[config.mk]
export PLATFORM = sky130hd
export DESIGN_NAME = mem_wb_stage
export DESIGN_NICKNAME = d
export VERILOG_FILES = /design/src/rtl/pipe_pkg.sv /design/src/rtl/mem_wb_reg.sv /design/src/rtl/mem_wb_stage.sv
export SDC_FILE = /design/constraint.sdc
export NUM_CORES = 1
export LEC_CHECK = 0
export ABC_CLOCK_PERIOD_IN_PS = 3200
export CAP_MARGIN = 10
export CORE_MARGIN = 1.5
export CORE_UTILIZATION = 34
export DETAILED_ROUTE_END_ITERATION = 12
export MAX_ROUTING_LAYER = met4
export PLACE_DENSITY_LB_ADDON = 0.12
export SYNTH_ARGS = -nofsm -noshare
export SYNTH_HDL_FRONTEND = slang
export SYNTH_SLANG_ARGS = --single-unit
[constraint.sdc]
create_clock -name clk -period 3.2 [get_ports clk]
set_clock_uncertainty 0.15 [all_clocks]
set_input_delay 0.96 -clock clk [delete_from_list [all_inputs] [get_ports clk]]
set_output_delay 0.96 -clock clk [all_outputs]
set_load 0.02 [all_outputs]
[src/rtl/pipe_pkg.sv]
// Shared types and constants for the pipeline CPU.
// Holds the MEM stage FSM states and the MEM/WB bubble value.
package pipe_pkg;

  localparam int DATA_W_DFLT = 32;

  localparam logic [4:0] REG_ZERO = 5'd0;

  typedef enum logic {
    IDLE = 1'b0,
    WAIT = 1'b1
  } state_t;

  // Control portion of the MEM/WB bundle. The data field is sized per instance.
  typedef struct packed {
    logic       reg_write;
    logic [4:0] dest;
    logic       misalign;
  } memwb_ctrl_t;

  localparam memwb_ctrl_t MEMWB_CTRL_BUBBLE = '{
    reg_write: 1'b0,
    dest:      REG_ZERO,
    misalign:  1'b0
  };

  function automatic logic is_word_aligned(input logic [1:0] addr_lsb);
    return addr_lsb == 2'b00;
  endfunction

endpackage

[src/rtl/mem_wb_reg.sv]
// MEM/WB pipeline register: loads the next bundle every cycle, or a bubble.
module mem_wb_reg
  import pipe_pkg::*;
#(
  parameter int DATA_W = DATA_W_DFLT
) (
  input  logic              clk,
  input  logic              rst_n,
  input  logic              i_bubble,
  input  memwb_ctrl_t       i_ctrl,
  input  logic [DATA_W-1:0] i_wb_data,
  output memwb_ctrl_t       o_ctrl,
  output logic [DATA_W-1:0] o_wb_data
);

  memwb_ctrl_t       r_ctrl;
  logic [DATA_W-1:0] r_wb_data;

  // NOTE: sequential state uses non-blocking assignments so every register
  // samples pre-edge values regardless of process ordering.
  always_ff @(posedge clk or negedge rst_n) begin
    if (!rst_n) begin
      r_ctrl    <= MEMWB_CTRL_BUBBLE;
      r_wb_data <= '0;
    end else if (i_bubble) begin
      r_ctrl    <= MEMWB_CTRL_BUBBLE;
      r_wb_data <= '0;
    end else begin
      r_ctrl    <= i_ctrl;
      r_wb_data <= i_wb_data;
    end
  end

  assign o_ctrl    = r_ctrl;
  assign o_wb_data = r_wb_data;

endmodule

[src/rtl/mem_wb_stage.sv]
// Memory-access stage with variable-latency dmem handshake, timeout abort,
// misalignment fault and the MEM/WB pipeline register.
module mem_wb_stage
  import pipe_pkg::*;
#(
  parameter int DATA_W      = DATA_W_DFLT,
  parameter int TIMEOUT_CYC = 16
) (
  input  logic              clk,
  input  logic              rst_n,
  input  logic              i_MemtoReg,
  input  logic              i_MemRead,
  input  logic              i_MemWrite,
  input  logic              i_RegWrite,
  input  logic [DATA_W-1:0] i_alu_out,
  input  logic [DATA_W-1:0] i_alu_b,
  input  logic [4:0]        i_dest,
  output logic              dmem_req,
  output logic              dmem_we,
  output logic [DATA_W-1:0] dmem_addr,
  output logic [DATA_W-1:0] dmem_wdata,
  input  logic [DATA_W-1:0] dmem_rdata,
  input  logic              dmem_ready,
  output logic              stall,
  output logic              o_RegWrite,
  output logic [4:0]        o_dest,
  output logic [DATA_W-1:0] o_wb_data,
  output logic              o_misalign,
  output logic              o_bus_err
);

  localparam int CNT_W = $clog2(TIMEOUT_CYC + 1);

  state_t            r_state;
  logic [CNT_W-1:0]  r_wcnt;
  logic              r_bus_err;

  logic              w_mem_any;
  logic              w_aligned;
  logic              w_mem_op;
  logic              w_misalign;
  logic              w_abort;
  logic              w_bubble;
  memwb_ctrl_t       w_next_ctrl;
  logic [DATA_W-1:0] w_next_data;
  memwb_ctrl_t       w_memwb_ctrl;

  assign w_mem_any = i_MemRead | i_MemWrite;
  assign w_aligned = is_word_aligned(i_alu_out[1:0]);

  // Qualifying with rst_n makes req and stall fall the instant reset asserts,
  // even while EX/MEM still presents the frozen access.
  assign w_mem_op   = rst_n & w_mem_any & w_aligned;
  assign w_misalign = rst_n & w_mem_any & ~w_aligned;

  // A same-cycle ready beats the timeout.
  assign w_abort = w_mem_op & (r_state == WAIT) & ~dmem_ready
                 & (r_wcnt == CNT_W'(TIMEOUT_CYC));

  assign stall      = w_mem_op & ~dmem_ready & ~w_abort;
  assign dmem_req   = w_mem_op;
  assign dmem_we    = w_mem_op & i_MemWrite;
  assign dmem_addr  = w_mem_op ? i_alu_out : '0;
  assign dmem_wdata = w_mem_op ? i_alu_b   : '0;

  always_ff @(posedge clk or negedge rst_n) begin
    if (!rst_n) begin
      r_state   <= IDLE;
      r_wcnt    <= '0;
      r_bus_err <= 1'b0;
    end else begin
      case (r_state)
        IDLE: begin
          if (w_mem_op && !dmem_ready) begin
            r_state <= WAIT;
            r_wcnt  <= CNT_W'(1);
          end
        end
        WAIT: begin
          if (dmem_ready || !w_mem_op) begin
            r_state <= IDLE;
            r_wcnt  <= '0;
          end else if (w_abort) begin
            r_state   <= IDLE;
            r_wcnt    <= '0;
            r_bus_err <= 1'b1;
          end else begin
            r_wcnt <= r_wcnt + CNT_W'(1);
          end
        end
        default: begin
          r_state <= IDLE;
          r_wcnt  <= '0;
        end
      endcase
    end
  end

  // NOTE: every always_comb output gets a default first so no path can
  // leave it unassigned and infer a latch.
  always_comb begin
    w_next_ctrl           = MEMWB_CTRL_BUBBLE;
    w_next_data           = '0;
    if (w_misalign) begin
      w_next_ctrl.misalign = 1'b1;
    end else begin
      w_next_ctrl.reg_write = i_RegWrite;
      w_next_ctrl.dest      = i_dest;
      w_next_data           = i_MemtoReg ? dmem_rdata : i_alu_out;
    end
  end

  // Waiting cycles and an aborted access both leave a hole in the pipeline.
  assign w_bubble = stall | w_abort;

  mem_wb_reg #(
    .DATA_W (DATA_W)
  ) u_mem_wb_reg (
    .clk       (clk),
    .rst_n     (rst_n),
    .i_bubble  (w_bubble),
    .i_ctrl    (w_next_ctrl),
    .i_wb_data (w_next_data),
    .o_ctrl    (w_memwb_ctrl),
    .o_wb_data (o_wb_data)
  );

  assign o_RegWrite = w_memwb_ctrl.reg_write;
  assign o_dest     = w_memwb_ctrl.dest;
  assign o_misalign = w_memwb_ctrl.misalign;
  assign o_bus_err  = r_bus_err;

endmodule

==> summary.md, run 1 <==
| Metric | Value |
|---|---|
| Clk root buf | clkbuf_8 |
| Area leader, netlist | dfrtp_1 |
| Post-DP HPWL | 6713 microns |
| Clock buffer count from CTS | 5 |
| Diodes inserted | 0 |
| RSZ-0062 raised after global routing | false |
| R2R Setup Slk | 1.75 ns |
| Synth area leaders | dfrtp_1, and3_1, mux2i_1 |
| Final Hold Fails | 0 |
| Crit path max fanout | 21 |
| Share of layout cells above drive strength 1 | 25.11% |
| Peak VDD IR | 0.0002345 V |
| Worst Tran Pin Value | 0.5787 ns |
| CP peak stage delay | 0.27 ns |
| I/O Pins | 215 |
| Slowest stage cell, crit path | o21a_4 |
| DR WL/cell | 15.34 microns |
| Routability cong. | 0.8360 |
| CORE AREA | 0.006832 sq mm |
| Remaining DRCs | 0 |
| Post-Layout Inst Area | 0.004793 sq mm |
| Post-synth design cell area | 0.002406 sq mm |
| Synth cell types | 29 |
| Ys flop type | dfrtp_1 |
| Count leader, synth | and3_1 |
| Final WS setup | 0.02446 ns |
| Startpoint Class | input pin |
| Post-Layout Cell Count | 570 |
| Top post-synthesis cells by count | and3_1, dfrtp_1, nor2_1 |
| Filler cells | 568 |
| Fin Hold WS | 0.3405 ns |
| Via count | 2663 |
| CTS sink count | 46 |
| Max Cap Viol | 0 |
| Die W | 87.12 microns |
| Worst slack at placement | -0.6555 ns |
| Setup Viol. Count Final | 0 |
| Hold Path Class | reg2reg |
| Syn. warnings | 0 |
| DR iter-0 viols | 81 |
| GRT met3 Usage | 6.351% |
| CP Data Required Time | 2.09 ns |
| Initial antenna violation count | 0 |
| Post-DRT Antenna Nets | 0 |
| Placed insts | 559 |
| Crit path kind | in2out |
| Area delta synth->final | 99.22% |
| Post-CTS Hold Fix Bufs | 0 |
| Layout Utilization | 70.16% |
| Port bufs | 212 |
| Grt ovf | 0 |
| Met1 Track Usage GR | 26.07% |
| TritonCTS clock tree | yes |
| Async set or reset register ratio after synthesis | 100.0% |
| Clock transition at path regs | 0.08 ns |
| Pwr dens | 354.3 mW/mm^2 |
| Pin count of the biggest net entering global routing | 47 |
| Synth Instances | 240 |
| Synth Area per Inst | 10.03 sq um |
| Die Height | 87.12 microns |
| Final min period | 3.176 ns |
| Bufs on Longest Clock Path | 2 |
| Status | complete, no violations |
| Crit path cell chain | dlygate4sd2_1 -> o21a_4 -> buf_12 -> and3_1 -> clkdlybuf4s15_2 |
| CTS H-Tree Depth | 2 |
| Slew Limit Fails | 0 |
| Max-Slew Margin vs Limit | 61.42% |
| DP Area | 0.004848 sq mm |
| Initial core utilization | 35.22% |
| Post-detailed-route via-to-cell ratio | 4.672 |
| Die area | 0.007590 sq mm |
| Row count | 30 |
| Drt first pass iters | 4 |
| FF+latch count, synth | 46 |
| Final WL | 8744 microns |
| Crit. End Element | output port |
| Worst Path Arrival | 2.07 ns |
| GRT met2 Usage | 44.05% |
| Synth top area share | 47.84% |
| Delay-heaviest family, CP | buffers and inverters |
| Gr usage total | 24.35% |
| Pleak | 2.531 nW |
| Skew-Pair Late Insertion Delay | 0.29 ns |
| Post-route clock period utilization | 99.24% |
| Sequential-to-total area share from yosys stat | 47.84% |
| Vias in the first global route | 2757 |
| Nets | 583 |
| WP buf/inv | 3 |
| EDFF count, synth | 0 |
| First-pass GRT wire length | 13550 microns |
| Fmax | 314.9 MHz |
| Busiest grt layer | met2 |
[cell usage in the layout, fill, tap and decap left out, types with 3 or more instances in the layout]
| master | count |
|---|---|
| buf_2 | 53 |
| nor2b_1 | 6 |
| clkbuf_8 | 6 |
| dlygate4sd2_1 | 3 |
| inv_1 | 4 |
| nor2_1 | 33 |
| dfrtp_1 | 46 |
| nand3_1 | 3 |
| mux2i_1 | 33 |
| buf_4 | 40 |
| clkdlybuf4s50_1 | 141 |
| and3_1 | 63 |
| clkdlybuf4s15_2 | 3 |
| buf_12 | 5 |
[final cells by class]
class / instances / area (sq um) / area share, %
clock buffer: 6 / 82.58 / 1.723
sequential: 46 / 1151 / 24.01
tap: 96 / 120.1 / 2.506
multi-input combinational: 166 / 1136 / 23.70
clock inverter: 2 / 60.06 / 1.253
inverter: 4 / 15.01 / 0.3132
timing repair buffer: 250 / 2228 / 46.49
[stage by stage]
step,TNS (ns),power (mW)
2_1_floorplan,0,0.8549
3_3_place_gp,-36.86,1.177
3_5_place_dp,-38.13,1.187
4_1_cts,0,1.727
5_1_grt,0,1.786
6_report,0,1.698
[sequential cells by signal, summed over array words and instances, names as in the netlist]
signal                  flops
u_mem_wb_reg.o_wb_data     32
o_bus_err                   1
r_wcnt                      5
u_mem_wb_reg.o_ctrl         7
r_state                     1
[final timing paths]
check                           start                         end  cells after the start
setup / recovery           i_MemWrite               dmem_addr[20]                      5
hold / removal              o_bus_err                   o_bus_err                      1
setup reg to reg            r_wcnt[0]                   o_bus_err                      4
hold reg to reg             o_bus_err                   o_bus_err                      1
max in group asynchronous       rst_n  u_mem_wb_reg.o_wb_data[30]                      3
min in group asynchronous       rst_n      u_mem_wb_reg.o_ctrl[0]                      3
[metal layers]
| metal | wire, microns | vias to the layer above | share of wire [%] |
|---|---|---|---|
| li1 | - | 1301 | - |
| met2 | 4790 | 109 | 55 |
| met5 | 0 | - | 0 |
| met4 | 162 | 0 | 1.9 |
| met3 | 581 | 15 | 6.6 |
| met1 | 3209 | 1238 | 37 |
[logic make-up after synthesis]
| group | synth area share (%) |
|---|---|
| AOI/OAI and AO/OA | 2.860 |
| xor gates and xnor gates | 1.092 |
| adders and majority gates | 1.040 |
| buffers and inverters | 6.344 |
| DFF | 47.84 |
| muxes | 13.73 |
| other | 0.1559 |
| and+or+nand+nor | 26.94 |
[where the power goes]
group	total (mW)	switching, mW	internal (mW)
sequential	0.643	0.0165	0.627
clock	0.526	0.193	0.333
combinational	0.529	0.237	0.292
[repair_timing]
item / CTS / global route
hold endpoints to repair: 0 / 0
resized for setup: 233 / 49
pin swaps: 2 / 2
buffers inserted: 2 / 0
gates cloned: 2 / 0
setup endpoints to repair: 65 / 63
Note: power is estimated with default switching activity, not from simulation.
==> run 2, diff against run 1 <==
--- a/config.mk
+++ b/config.mk
@@ -9,6 +9,7 @@
 export CAP_MARGIN = 10
 export CORE_MARGIN = 1.5
 export CORE_UTILIZATION = 34
+export CTS_CLUSTER_DIAMETER = 30
 export DETAILED_ROUTE_END_ITERATION = 12
 export MAX_ROUTING_LAYER = met4
 export PLACE_DENSITY_LB_ADDON = 0.12
==> results of run 2 <==
Same layout as run 1: the final DEF is identical, and so are final timing and power.
